## config.mk

```make
export PLATFORM = sky130hd
export DESIGN_NAME = counter_irq_ctrl
export DESIGN_NICKNAME = d
export VERILOG_FILES = /design/src/rtl/counter_irq_ctrl.sv
export SDC_FILE = /design/constraint.sdc
export NUM_CORES = 1
export LEC_CHECK = 0
export ABC_AREA = 1
export CELL_PAD_IN_SITES_DETAIL_PLACEMENT = 1
export CELL_PAD_IN_SITES_GLOBAL_PLACEMENT = 1
export CORE_MARGIN = 10
export CORE_UTILIZATION = 27
export CTS_CLUSTER_SIZE = 30
export DETAILED_ROUTE_END_ITERATION = 8
export GPL_ROUTABILITY_DRIVEN = 0
export GPL_TIMING_DRIVEN = 0
export PLACE_DENSITY_LB_ADDON = 0.1
export SYNTH_ARGS = -nofsm -noshare
export SYNTH_HDL_FRONTEND = slang
export SYNTH_SLANG_ARGS = --single-unit
```

## constraint.sdc

```tcl
create_clock -name clk -period 3.5 [get_ports clk]
set_input_delay 1.05 -clock clk [delete_from_list [all_inputs] [get_ports clk]]
set_output_delay 1.05 -clock clk [all_outputs]
set_load 0.02 [all_outputs]
```

## src/rtl/counter_irq_ctrl.sv

```systemverilog
// Interrupt controller for the three counter channel outputs: synchronise, edge-detect, latch, mask, raise irq.
// Optional sticky overflow bits in STATUS[10:8] when COUNTER_IRQ_OVF_EN is defined.
module counter_irq_ctrl #(
   parameter int NUM_CH      = 3,
   parameter int SYNC_STAGES = 2
) (
   input  logic        clk,
   input  logic        reset,
   input  logic        counter0_out,
   input  logic        counter1_out,
   input  logic        counter2_out,
   input  logic [1:0]  bus_addr,
   input  logic        bus_we,
   input  logic        bus_re,
   input  logic [31:0] bus_wdata,
   output logic [31:0] bus_rdata,
   output logic        irq,
   output logic [1:0]  irq_id,
   input  logic        irq_ack
);

   // state  | meaning
   // IDLE   | no request outstanding, waiting for an enabled pending channel
   // ASSERT | irq high for irq_id until ack, mask-off or W1C
   // GAP    | one forced low cycle after an ack
   typedef enum logic [1:0] {IDLE, ASSERT, GAP} state_t;

   localparam logic [1:0] ADDR_STATUS = 2'd0;
   localparam logic [1:0] ADDR_MASK   = 2'd1;
   localparam logic [1:0] ADDR_EDGE   = 2'd2;
   localparam logic [1:0] ADDR_IRQID  = 2'd3;

   state_t                              state_q, state_d;
   logic [SYNC_STAGES-1:0][NUM_CH-1:0]  sync_q, sync_d;
   logic [NUM_CH-1:0]                   hist_q, hist_d;
   logic [NUM_CH-1:0]                   pending_q, pending_d;
   logic [NUM_CH-1:0]                   mask_q, mask_d;
   logic [NUM_CH-1:0]                   edge_q, edge_d;
   logic                                edge_blk_q, edge_blk_d;
   logic [31:0]                         rdata_q, rdata_d;
   logic                                irq_q, irq_d;
   logic [1:0]                          irq_id_q, irq_id_d;

   logic [NUM_CH-1:0] sync_out;
   logic [NUM_CH-1:0] evt;
   logic [NUM_CH-1:0] clr_w1c;
   logic [NUM_CH-1:0] clr_ack;
   logic [NUM_CH-1:0] enabled;
   logic [31:0]       status_rd;
   logic [31:0]       irqid_rd;
   logic              wr_status;
   logic              wdata_unused;

   function automatic logic [1:0] lowest_idx(input logic [NUM_CH-1:0] v);
      lowest_idx = 2'd0;
      for (int i = NUM_CH - 1; i >= 0; i--) begin
         if (v[i]) lowest_idx = 2'(i);
      end
   endfunction

   assign sync_out  = sync_q[SYNC_STAGES-1];
   assign wr_status = bus_we && (bus_addr == ADDR_STATUS);
   assign clr_w1c   = wr_status ? bus_wdata[NUM_CH-1:0] : '0;
   assign clr_ack   = (state_q == ASSERT && irq_ack) ? (NUM_CH'(1) << irq_id_q) : '0;
   assign enabled   = pending_q & mask_q;
   assign irqid_rd  = {|enabled, 29'd0, lowest_idx(enabled)};

   always_comb begin
      sync_d    = sync_q;
      sync_d[0] = {counter2_out, counter1_out, counter0_out};
      for (int i = 1; i < SYNC_STAGES; i++) begin
         sync_d[i] = sync_q[i-1];
      end
      hist_d = sync_out;
      // Compare is blanked for the cycle after an EDGE write so a polarity flip cannot fake an event.
      if (edge_blk_q) evt = '0;
      else            evt = (edge_q & sync_out & ~hist_q) | (~edge_q & ~sync_out & hist_q);
   end

   always_comb begin
      pending_d  = (pending_q & ~(clr_w1c | clr_ack)) | evt;
      mask_d     = mask_q;
      edge_d     = edge_q;
      edge_blk_d = 1'b0;
      if (bus_we && bus_addr == ADDR_MASK) mask_d = bus_wdata[NUM_CH-1:0];
      if (bus_we && bus_addr == ADDR_EDGE) begin
         edge_d     = bus_wdata[NUM_CH-1:0];
         edge_blk_d = 1'b1;
      end
   end

`ifdef COUNTER_IRQ_OVF_EN
   logic [NUM_CH-1:0] ovf_q, ovf_d;

   always_comb begin
      ovf_d = ovf_q;
      if (wr_status) ovf_d = ovf_d & ~bus_wdata[8 +: NUM_CH];
      ovf_d = ovf_d | (evt & pending_q & ~(clr_w1c | clr_ack));
   end

   always_ff @(posedge clk) begin
      if (!reset) ovf_q <= '0;
      else        ovf_q <= ovf_d;
   end

   assign status_rd    = 32'(pending_q) | (32'(ovf_q) << 8);
   assign wdata_unused = ^{bus_wdata[31:8+NUM_CH], bus_wdata[7:NUM_CH]};
`else
   assign status_rd    = 32'(pending_q);
   assign wdata_unused = ^bus_wdata[31:NUM_CH];
`endif

   always_comb begin
      rdata_d = rdata_q;
      if (bus_re) begin
         case (bus_addr)
            ADDR_STATUS: rdata_d = status_rd;
            ADDR_MASK:   rdata_d = 32'(mask_q);
            ADDR_EDGE:   rdata_d = 32'(edge_q);
            ADDR_IRQID:  rdata_d = irqid_rd;
            default:     rdata_d = '0;
         endcase
      end
   end

   always_comb begin
      state_d  = state_q;
      irq_id_d = irq_id_q;
      case (state_q)
         IDLE: begin
            if (|enabled) begin
               irq_id_d = lowest_idx(enabled);
               state_d  = ASSERT;
            end
         end
         ASSERT: begin
            if (irq_ack)                                         state_d = GAP;
            else if (!mask_d[irq_id_q] || clr_w1c[irq_id_q])     state_d = IDLE;
         end
         GAP:     state_d = IDLE;
         default: state_d = IDLE;
      endcase
      irq_d = (state_d == ASSERT);
   end

   always_ff @(posedge clk) begin
      if (!reset) begin
         state_q    <= IDLE;
         sync_q     <= '0;
         hist_q     <= '0;
         pending_q  <= '0;
         mask_q     <= '0;
         edge_q     <= '1;
         edge_blk_q <= 1'b0;
         rdata_q    <= '0;
         irq_q      <= 1'b0;
         irq_id_q   <= 2'd0;
      end else begin
         state_q    <= state_d;
         sync_q     <= sync_d;
         hist_q     <= hist_d;
         pending_q  <= pending_d;
         mask_q     <= mask_d;
         edge_q     <= edge_d;
         edge_blk_q <= edge_blk_d;
         rdata_q    <= rdata_d;
         irq_q      <= irq_d;
         irq_id_q   <= irq_id_d;
      end
   end

   assign bus_rdata = rdata_q;
   assign irq       = irq_q;
   assign irq_id    = irq_id_q;

endmodule

```

# Word level (Yosys, flattened, before mapping)
# Cells that the tools add are included.
[word_totals]
mem_count = 0
out_inout_bits = 35
latch_bits = 0
mem_bits_rw = 0
mem_bits_ro = 0
reg_bits = 56
inputBits = 42
[classes]
reduce_logical = 10
multipliers = 0
n_addsub = 0
bitwise_logic = 13
muxes = 17
n_eq_ne = 5
n_shift = 1
n_div = 0
n_lt_le_gt_ge = 1
[ops]
columns = ["op", "n"]
rows = [
  ["case mux 32 bit (4 select lines)", 1],
  ["bitwise AND 3 bit", 6],
  ["2-to-1 mux 2 bit", 6],
  ["2-to-1 mux 3 bit", 4],
  ["NOT 3 bit", 4],
  ["bitwise OR 3 bit", 3],
  ["== test 2 x 1 -> 1 bit, second input constant", 3],
  ["binary-select mux 1 bit (select 2 bit)", 2],
  ["== test 2 bit, second input constant", 2],
  ["logical AND 1 bit", 4],
  ["zero test 2 bit", 2],
  ["case mux 2 bit (2 select lines)", 1],
  ["< comparator 2 x 3 -> 1 bit, second input constant", 1],
  ["2-to-1 mux 1 bit", 3],
  ["OR reduction 3 bit", 1],
  ["left shift 1 x 2 -> 3 bit, first input constant", 1],
  ["AND reduction 2 bit", 1],
  ["zero test 1 bit", 1],
  ["logical OR 1 bit", 1],
]

# Longest topological paths before layout
[depth]
ltp_word = 11
mapped_depth = 11
depth_no_buf = 10

# Least setup slack after synthesis
# No wires, ideal clock.
[synth_path]
path_kind = "input to register"
start = "input bus_addr[0]"
end = "register irq_q, in the netlist irq"
t_arrival_ps = 1854
slack_ps = 1513
stages = 11
cell_sequence = "buf_2 nor2_2 nand3_1 nand2_1 inv_1 nand2_1 nand2_1 nand2_1 nand2_1 nand2_1 a21oi_1"
[synth_between]
elab_chain_len = 11
word_cells_on_any_way = 16
classes_between = "eq/ne (2); mux (9); reduce/logical (5)"
[synth_lines]
columns = ["item", "line_no", "rtl"]
rows = [
  ["start, declared", "12", "input logic [1:0] bus_addr,"],
  ["== test 2 x 1 -> 1 bit", "85", "if (bus_we && bus_addr == ADDR_MASK) mask_d = bus_wdata[NUM_CH-1:0];"],
  ["logical AND 1 bit", "85", ""],
  ["2-to-1 mux 3 bit", "85", ""],
  ["binary-select mux 1 bit (select 2 bit)", "138", "else if (!mask_d[irq_id_q] || clr_w1c[irq_id_q]) state_d = IDLE;"],
  ["2-to-1 mux 1 bit (implied by the code)", "138", ""],
  ["zero test 1 bit", "138", ""],
  ["logical OR 1 bit *", "138", ""],
  ["2-to-1 mux 2 bit *", "138", ""],
  ["2-to-1 mux 2 bit *", "137", "if (irq_ack) state_d = GAP;"],
  ["case mux 2 bit (2 select lines) *", "129", "case (state_q)"],
  ["== test 2 x 1 -> 1 bit *", "143", "irq_d = (state_d == ASSERT);"],
  ["end signal, assigned", "167", "irq_q <= irq_d;"],
  ["end, declared", "41", "logic irq_q, irq_d;"],
]
# Mark *: on every way between the ends. The rest lies on a longest branch, timed or not. The select of a mux whose other input is x is not followed.
# A chain may end at the register's enable or synchronous reset.

# Worst setup path in the final report
[layout_path]
start = "register irq_id_q[1], in the netlist irq_id[1]"
end = "output irq_id[1]"
[layout_lines]
columns = ["item", "line_no", "rtl"]
rows = [
  ["start, declared", "42", "logic [1:0] irq_id_q, irq_id_d;"],
  ["start signal, assigned", "168", "irq_id_q <= irq_id_d;"],
  ["end, declared", "18", "output logic [1:0] irq_id,"],
]
# No word-level cell between the ends.

==> flow_summary.toml <==
[placement]
dpl_cell_area_um2 = 1720
pre_cts_slack_ns = 0.868
dpl.cell_count = 298
io_buffer_count = 17
dp_hpwl_um = 3010

[critical_path]
cp_num_buf_inv = 1
cp-end-kind = "output port"
crit_chain = "clkdlybuf4s50_1"
crit_arrival_ns = 1.36
r2r_slack_ns = 2.36
crit_end = "irq_id[1]"
critPathKind = "reg -> out"
rr_worst_depth = 5
cp-start-kind = "flip-flop"
cp_slowest_cell = "clkdlybuf4s50_1"
cp-startpoint = "irq_id[1]$_SDFFE_PN0P_"
r2r_start = "state_q[0]$_SDFF_PN0_"
worstPathMaxFanout = 5
cpPeakStageDelay_ns = 0.64
cp.depth = 1
r2r-end = "pending_q[2]$_SDFF_PN0_"
worst_path_dominant_cell_family = "buffers and inverters"
worstPathRequired_ns = 2.45

[pwr]
p_sw_uw = 190
pwr-share-clk_pct = 36.0
p_seq_share_pct = 47.0
sw_frac_of_total_pct = 26.1
pwr-share-comb_pct = 17.0
power_uw = 728
power_density_nw_per_um2 = 405
total_leakage_power_nw = 0.900
p_int_uw = 538
vdd_ir_drop_max_uv = 221

[grt]
antenna_found_initial = 0
gr-usage-all-layers_pct = 8.94
grt_pass1_wl_um = 6180
grt_max_degree = 17
overflow = 0
grt_pass1_vias = 1302

[clock_network]
path_clk_slew_ns = 0.10
postCtsSetupBuffers = 0
clock_path_buffers = 2
cts.repair.resized = 0
cts_tree = "built"
cts_buffers = 3
h-tree-depth = 1
clock-sinks = 28
clk_latency_ns = 0.28
ctsHoldBuffers = 0
cts_root_buf = "clkbuf_8"

[synth]
avgSynthCellArea_um2 = 7.32
ys_types = 23
syn_inst = 187
ys_seq_elements = 28
syn_area_um2 = 1370
ys_seq_area_share_pct = 41.0
synth_warnings = 0

[sta]
fmaxAchievable_mhz = 415
final_max_slew_viol_count = 0
period_share_pct = 68.9
setup_slack_ns = 1.09
finalSetupTns_ns = 0
finalHoldViolCount = 0
fin_hold_ws_ns = 0.425
fin_skew_ns = 0.00523
post-route-min-period_ns = 2.41
rsz0062_at_grt = "false"
finalSetupViolCount = 0

[finish]
layout_commonest_cell = "nand2_1"
drive_gt1_share_pct = 16.2
nets = 278
antenna_cells = 0
final_cell_mix = "38 x nand2_1, 28 x buf_4, 28 x conb_1, 28 x dfxtp_1, 20 x inv_1"
fin_util_pct = 37.3
postLayoutCellArea_um2 = 1800
layout.cells.non_filler = 302
syn_to_final_growth_pct = 31.2

[drt]
avgRoutedWirePerCell_um = 12.1
drtAntennaViolNets = 0
vias = 1271
drcViolationCount = 0
viasPerCell = 4.21
first_iter_violations = 63
firstDrtPassIters = 2
postRouteWirelength_um = 3670

[floorplanning]
rows = 25
ios = 77
die_area_um2 = 8320
core_um2 = 4820
die_x_um = 91.2
initial_core_util_pct = 28.4
die_h_um = 91.2

[run_status]
status = "complete, no violations"

[min_path]
hold_path.class = "reg -> reg"

[job]
cap_violations = 0
registers in the layout, indices dropped and copies added (netlist names):
name	count
mask_q	3
hist_q	3
edge_blk_q	1
irq_id	2
pending_q	3
hist_d	3
sync_d	3
bus_rdata	4
state_q	2
irq	1
edge_q	3
Yosys cell counts (all sizes together):
| library cell | instances | share of area (%) |
|---|---|---|
| nand2 | 38 | 10 |
| buf | 29 | 16 |
| dfxtp | 28 | 41 |
| inv | 23 | 6.3 |
| a21oi | 16 | 5.9 |
| nand3 | 15 | 5.9 |
| nor2 | 10 | 2.9 |
| o21ai | 9 | 3.3 |
| nand4 | 4 | 1.8 |
| clkbuf | 3 | 0.82 |
| nand3b | 3 | 1.6 |
| o311ai | 3 | 1.9 |
| a211oi | 1 | 0.55 |
| a31oi | 1 | 0.46 |
| clkinv | 1 | 0.27 |
| conb | 1 | 0.27 |
| nor3 | 1 | 0.37 |
| o211ai | 1 | 0.55 |
power groups by stage:
stage	logic [mW]	registers (mW)	clock network, mW
after floorplan	0.0851	0.351	0
after global placement	0.122	0.349	0
after detailed placement	0.122	0.350	0
after CTS	0.122	0.343	0.268
after global routing	0.137	0.345	0.285
final	0.124	0.342	0.262
routing by layer:
metal / vias up / wire length (um) / global-route usage [%]
met3: 6 / 201 / 3.29
met2: 28 / 1790 / 15.9
met5: - / 0 / 0
met1: 593 / 1620 / 9.56
li1: 644 / - / -
met4: 0 / 63 / 2.87
worst min-delay path by stage:
| stage | end | slack (ns) | start | depth (start not counted) |
|---|---|---|---|---|
| floorplan | hist_d[0]$_SDFF_PN0_ | 0.39 | sync_d[3]$_SDFF_PN0_ | 2 |
| global placement | hist_d[2]$_SDFF_PN0_ | 0.39 | sync_d[5]$_SDFF_PN0_ | 2 |
| detailed placement | hist_d[0]$_SDFF_PN0_ | 0.41 | sync_d[3]$_SDFF_PN0_ | 2 |
| CTS | hist_d[0]$_SDFF_PN0_ | 0.43 | sync_d[3]$_SDFF_PN0_ | 2 |
| global route | hist_d[1]$_SDFF_PN0_ | 0.44 | sync_d[4]$_SDFF_PN0_ | 2 |
| finish | hist_d[2]$_SDFF_PN0_ | 0.42 | sync_d[5]$_SDFF_PN0_ | 2 |
layout make-up:
cell class | instances | area (um^2)
inverter | 24 | 90.1
clock buffer | 3 | 41.3
clock inverter | 1 | 30.0
timing repair buffer | 17 | 170
buffer | 32 | 226
fill | 629 | 3020
multi-input combinational | 130 | 593
sequential | 28 | 561
tap | 67 | 83.8
worst register-to-register path: stages, from the launching register on:
cell      delay, ns
dfxtp_1        0.34
inv_1          0.05
nor2_1         0.08
nand2_1        0.12
o311ai_1       0.32
a21oi_1        0.10
cells by family after synthesis:
logic type / count (synthesis) / synth area share (%)
buffers and inverters: 56 / 23.1
other: 1 / 0.274
AOI/OAI and AO/OA: 31 / 12.6
and+or+nand+nor: 71 / 23.0
DFF: 28 / 41.0
Note: power is estimated with default switching activity, not from simulation.
